<file path="config.mk">
export PLATFORM = sky130hd
export DESIGN_NAME = itch_msg_dispatcher
export DESIGN_NICKNAME = d
export VERILOG_FILES = /design/src/rtl/itch_msg_dispatcher.sv
export SDC_FILE = /design/constraint.sdc
export NUM_CORES = 1
export LEC_CHECK = 0
export CAP_MARGIN = 20
export CORE_MARGIN = 8
export CORE_UTILIZATION = 40
export DETAILED_ROUTE_END_ITERATION = 8
export PLACE_DENSITY = 0.8
export SETUP_SLACK_MARGIN = 0.2
export SLEW_MARGIN = 30
export SYNTH_ARGS = -nofsm -noshare
export SYNTH_HDL_FRONTEND = slang
export SYNTH_SLANG_ARGS = --single-unit
</file>
<file path="constraint.sdc">
create_clock -name clk -period 4.6 [get_ports clk]
set_clock_uncertainty 0.05 [all_clocks]
set_input_delay 0.92 -clock clk [delete_from_list [all_inputs] [get_ports clk]]
set_output_delay 0.92 -clock clk [all_outputs]
set_load 0.05 [all_outputs]
</file>
<file path="src/rtl/itch_msg_dispatcher.sv">
`default_nettype none
// ============================================================================
// Module      : itch_msg_dispatcher
// Description : ITCH front end; frames 64-bit words, decodes the message type,
//               checks length per type and keeps message/error statistics.
// Revision    : 1.0  initial release
// ============================================================================
module itch_msg_dispatcher (
    input  logic        clk,
    input  logic        rst,
    input  logic [63:0] dataIn,
    input  logic        validIn,
    input  logic        sopIn,
    input  logic        eopIn,
    output logic [63:0] dataOut,
    output logic        validOut,
    output logic        eopOut,
    output logic [3:0]  counter,
    output logic        startAddOrderNoMPID,
    output logic        startAddOrderWithMPID,
    output logic        startOrderExecuted,
    output logic        startOrderDelete,
    output logic        startUnknown,
    output logic        lenError,
    output logic [15:0] msgCount,
    output logic [15:0] errCount
);

    localparam logic [0:0] S_IDLE   = 1'b0;
    localparam logic [0:0] S_IN_MSG = 1'b1;

    // one-hot type vector bit order: {unknown, D, E, F, A}
    localparam int T_A = 0;
    localparam int T_F = 1;
    localparam int T_E = 2;
    localparam int T_D = 3;
    localparam int T_U = 4;

    logic [0:0]  state_q,   state_d;
    logic [63:0] data_q,    data_d;
    logic        valid_q,   valid_d;
    logic        eop_q,     eop_d;
    logic [3:0]  counter_q, counter_d;
    logic [4:0]  start_q,   start_d;
    logic        len_err_q, len_err_d;
    logic [15:0] msg_cnt_q, msg_cnt_d;
    logic [15:0] err_cnt_q, err_cnt_d;

    logic        w_accept;
    logic        w_abort;
    logic [4:0]  w_sop_type;
    logic [4:0]  w_cur_type;
    logic [3:0]  w_idx;
    logic [3:0]  w_exp_last;
    logic        w_known;
    logic        w_len_ok;
    logic        w_len_bad;

    always_comb begin
        w_accept = validIn & (sopIn | (state_q == S_IN_MSG));
        w_abort  = validIn & sopIn & (state_q == S_IN_MSG);

        w_sop_type = '0;
        case (dataIn[7:0])
            8'h41:   w_sop_type[T_A] = 1'b1;
            8'h46:   w_sop_type[T_F] = 1'b1;
            8'h45:   w_sop_type[T_E] = 1'b1;
            8'h44:   w_sop_type[T_D] = 1'b1;
            default: w_sop_type[T_U] = 1'b1;
        endcase

        w_cur_type = sopIn ? w_sop_type : start_q;
        if (sopIn)
            w_idx = 4'd0;
        else if (counter_q == 4'd15)
            w_idx = 4'd15;
        else
            w_idx = counter_q + 4'd1;

        // Index of the last word expected for each known type (length - 1)
        w_exp_last = 4'd0;
        if (w_cur_type[T_A]) w_exp_last = 4'd4;
        if (w_cur_type[T_F]) w_exp_last = 4'd5;
        if (w_cur_type[T_E]) w_exp_last = 4'd3;
        if (w_cur_type[T_D]) w_exp_last = 4'd2;
        w_known   = |w_cur_type[T_D:T_A];
        // A saturated index of 15 can never equal any expected index
        w_len_ok  = eopIn & w_known & (w_idx == w_exp_last) & (counter_q != 4'd15 || sopIn);
        w_len_bad = eopIn & w_known & ~w_len_ok;

        state_d   = state_q;
        data_d    = dataIn;
        valid_d   = w_accept;
        eop_d     = w_accept & eopIn;
        counter_d = counter_q;
        start_d   = start_q;
        len_err_d = 1'b0;
        msg_cnt_d = msg_cnt_q;
        err_cnt_d = err_cnt_q;

        if (valid_q && eop_q)
            start_d = '0;

        if (w_accept) begin
            counter_d = w_idx;
            start_d   = w_cur_type;
            state_d   = eopIn ? S_IDLE : S_IN_MSG;
            len_err_d = w_abort | w_len_bad;
            if (w_len_ok && !w_abort)
                msg_cnt_d = msg_cnt_q + 16'd1;
            if (len_err_d)
                err_cnt_d = err_cnt_q + 16'd1;
        end
    end

    always_ff @(posedge clk) begin
        if (rst) begin
            state_q   <= S_IDLE;
            data_q    <= '0;
            valid_q   <= 1'b0;
            eop_q     <= 1'b0;
            counter_q <= '0;
            start_q   <= '0;
            len_err_q <= 1'b0;
            msg_cnt_q <= '0;
            err_cnt_q <= '0;
        end else begin
            state_q   <= state_d;
            data_q    <= data_d;
            valid_q   <= valid_d;
            eop_q     <= eop_d;
            counter_q <= counter_d;
            start_q   <= start_d;
            len_err_q <= len_err_d;
            msg_cnt_q <= msg_cnt_d;
            err_cnt_q <= err_cnt_d;
        end
    end

    assign dataOut               = data_q;
    assign validOut              = valid_q;
    assign eopOut                = eop_q;
    assign counter               = counter_q;
    assign startAddOrderNoMPID   = start_q[T_A];
    assign startAddOrderWithMPID = start_q[T_F];
    assign startOrderExecuted    = start_q[T_E];
    assign startOrderDelete      = start_q[T_D];
    assign startUnknown          = start_q[T_U];
    assign lenError              = len_err_q;
    assign msgCount              = msg_cnt_q;
    assign errCount              = err_cnt_q;

endmodule
`default_nettype wire
</file>
==> metrics.csv <==
stage,metric,value,unit
timing,Slew headroom,50.7,%
cts,clock buffer depth,2,
timing,final hold vios,0,
worst_setup_path,critical path required time,4.84,ns
pwr,Pwr Density,302,mW/mm²
min_path,Hold Path Depth,2,
die,Starting Density,41.3,%
grt,number of global-route vias before repair,3606,
timing,worst slew pin tran,0.732,ns
worst_setup_path,"reg-to-reg slack, setup",1.55,ns
cts,CTS tree,done,
synth,"Avg Cell Area, Syn",9.57,µm²
worst_setup_path,r2r startpoint,counter[0]$_SDFFE_PP0P_,
layout,Area Growth Syn to Fin,50.4,%
die,die area,0.0136,mm²
cts,CTS-repair resized insts,0,
min_path,worst hold path type,flip-flop to flip-flop,
timing,period utilization,73.9,%
synth,"FFs w/ async S/R, synth",0,%
detailed_routing,drt total wl,11200,µm
pwr,clock power share,30.2,%
timing,crit path time final,3.40,ns
detailed_routing,DRC,0,
synth,Post-synth EDFFs,0,
worst_setup_path,critical path launch point type,input pin,
cts,later-pin clock latency in the skew report,0.35,ns
timing,setup TNS,0,ns
run_status,status,"complete, no violations",
pwr,Psw,0.000518,W
grt,largest net degree at the start of global routing,78,
grt,initial antenna violation count,0,
detailed_routing,WL/cell,15.4,µm
synth,synthesized flop and latch total,109,
detailed_routing,vias per cell,4.94,
worst_setup_path,Worst Setup Path Type,input pin to flip-flop,
pwr,Sw Share,28.2,%
cts,Setup Buffers After CTS,0,
pwr,Int Power,0.00132,W
die,number of I/O pins,177,
worst_setup_path,CP max FO,23,
synth,xor and xnor area share after synthesis,0.863,%
synth,"Cell Area, Synth",0.00406,mm²
flow_run,max-cap viol count,0,
layout,# diodes,0,
synth,largest family of logic cells by synthesized area,simple AND/OR/NAND/NOR gates,
synth,Syn Inst Count,424,
die,Die W,117,µm
synth,Synth Area in Compound Gates,10.0,%
timing,FMAX,294,MHz
die,Chip Height,117,µm
timing,max-slew violations,0,
die,core area,0.00982,mm²
pwr,Comb pwr share,16.2,%
layout,Filler cells,856,
pwr,sequential share of power,53.6,%
synth,Mapped Nets,496,
cts,CTS clock-pin slew for the worst setup and hold paths,0.10,ns
layout,"most common cell after layout, fill and taps aside",clkdlybuf4s50_1,
pwr,cell leakage power,2.24,nW
pwr,Max VDD drop,0.225,mV
cts,H-tree depth,3,
layout,design area,0.00610,mm²
worst_setup_path,Critical Path Source,sopIn,
worst_setup_path,CP Capture Type,flip-flop,
grt,GRT Util Overall,15.8,%
timing,RSZ-0062 raised after global routing,false,
synth,top_reg_cell synth,dfxtp_1,
layout,layout cells sized above 1,6.20,%
cts,CTS Sinks,109,
min_path,hold_sp,msgCount[15]$_SDFFE_PP0P_,
synth,Netlist cell types,42,
worst_setup_path,Register-to-Register Path Depth,8,
timing,final setup fails,0,
placement,hpwl dp,8640,µm
synth,Synthesis Warnings,0,
worst_setup_path,reg-to-reg endpoint,msgCount[14]$_SDFFE_PP0P_,
grt,global-route wire length before repair,17300,µm
synth,post-synthesis mux area share,4.13,%
synth,Post-Synth Adder-Cell Area,0.925,%
min_path,Hold EP,msgCount[15]$_SDFFE_PP0P_,
worst_setup_path,Worst EP arrival,3.64,ns
synth,sequential fraction of the synthesis area,53.8,%
layout,Final nets,664,
detailed_routing,1st-pass router iterations,4,
cts,clock root cell,clkbuf_8,
cts,Num CTS Buffers,9,
detailed_routing,DR iter-0 viols,158,
detailed_routing,DRT antenna net count,0,
placement,dpl cell area,0.00591,mm²
placement,I/O Buffers,176,
placement,routability cong.,0.868,
die,Rows,36,
grt,remaining global-route overflow,0,
detailed_routing,Via Count,3608,
synth,simple-gate share of the synthesized area,27.7,%
cts,CTS Hold Bufs,0,
layout,"commonest cells after routing, fill and taps aside","clkdlybuf4s50_1, dfxtp_1, nor2b_1",
[stage by stage]
step / hold slack, ns / util [%] / total power (W) / cells / worst slack (ns)
after detailed placement: 0.433 / 60.2 / 0.00131 / 714 / 0.847
after floorplan: 0.482 / - / 0.00117 / 424 / 1.58
final: 0.445 / 62.2 / 0.00184 / 730 / 1.20
after global routing: 0.468 / 62.2 / 0.00192 / 730 / 1.01
after global placement: 0.416 / 60.2 / 0.00130 / 714 / 0.934
after CTS: 0.447 / 62.2 / 0.00186 / 730 / 1.23
[sequential cells by signal, summed over array words and instances (netlist names)]
signal,count
state_q,1
lenError,1
errCount,16
msgCount,16
validOut,1
start_q,5
dataOut,64
eopOut,1
counter,4
[synth_stat cells, drive strengths merged (2+ instances only)]
cell type  count  area share [%]
nor3          11             1.4
nor2b         76              12
ha             3            0.92
and4           3            0.65
nand3         14             1.7
a31oi          4            0.62
nand2         24             2.2
a211oi         2            0.68
a21oi         27             3.3
xnor2          3            0.65
nand4         11             1.7
and2           3            0.46
and3           8             1.2
o21ai         10             1.2
dfxtp        109              54
a21o           3            0.55
nor4           3            0.46
clkbuf        14             1.3
mux2          14             3.9
or4            4            0.74
nand2b         4            0.62
buf            7            0.80
nor2          33             3.1
or3            7             1.1
inv            5            0.46
a22o           3            0.65
o31ai          7             1.3
[worst max path at each step]
stage	end	slack (ns)	cells past startpoint
detailed placement	errCount[15]$_SDFFE_PP0P_	0.85	8
floorplan	msgCount[11]$_SDFFE_PP0P_	1.58	9
finish	errCount[15]$_SDFFE_PP0P_	1.20	8
CTS	errCount[15]$_SDFFE_PP0P_	1.23	8
global placement	errCount[6]$_SDFFE_PP0P_	0.93	8
global route	errCount[15]$_SDFFE_PP0P_	1.01	8
[layout make-up]
| type | count | area (µm²) | share of cell area [%] |
|---|---|---|---|
| flip-flops and latches | 109 | 2180 | 35.8 |
| repair buffers | 178 | 1770 | 29.1 |
| multi-input cells | 289 | 1770 | 29.0 |
| well taps | 133 | 166 | 2.73 |
| clock buffers | 10 | 138 | 2.26 |
| clock inverters | 6 | 52.6 | 0.861 |
| inverters | 5 | 18.8 | 0.308 |
[worst max-delay path, stage by stage]
cell,delay [ns]
clkdlybuf4s50_1,0.51
or4b_4,0.50
a211oi_4,0.29
or2_1,0.16
a31oi_1,0.13
a21o_1,0.39
or4_1,0.59
a21oi_1,0.15
[per-layer routing]
metal / vias to the layer above / GRT usage [%] / share of wire [%]
met3: 13 / 5.38 / 8.9
met5: - / 0 / 0
met1: 1678 / 17.0 / 40
li1: 1786 / - / -
met4: 0 / 4.69 / 1.5
met2: 131 / 28.5 / 50
[power groups by stage]
stage / Combinational [W] / Clock (W) / Sequential [W]
5_1_grt: 0.000314 / 0.000612 / 0.000990
6_report: 0.000299 / 0.000556 / 0.000986
3_5_place_dp: 0.000301 / 0 / 0.00101
3_3_place_gp: 0.000297 / 0 / 0.00101
4_1_cts: 0.000302 / 0.000572 / 0.000986
2_1_floorplan: 0.0000535 / 0 / 0.00112
[cell families (layout without fill, tap and decap cells)]
group / count (synthesis) / count (layout)
and+or+nand+nor: 204 / 204
DFF: 109 / 109
AOI/OAI and AO/OA: 63 / 63
buffers and inverters: 26 / 199
muxes: 15 / 15
xor gates and xnor gates: 4 / 4
adders and majority gates: 3 / 3
Power figures use the tool's default switching activity.
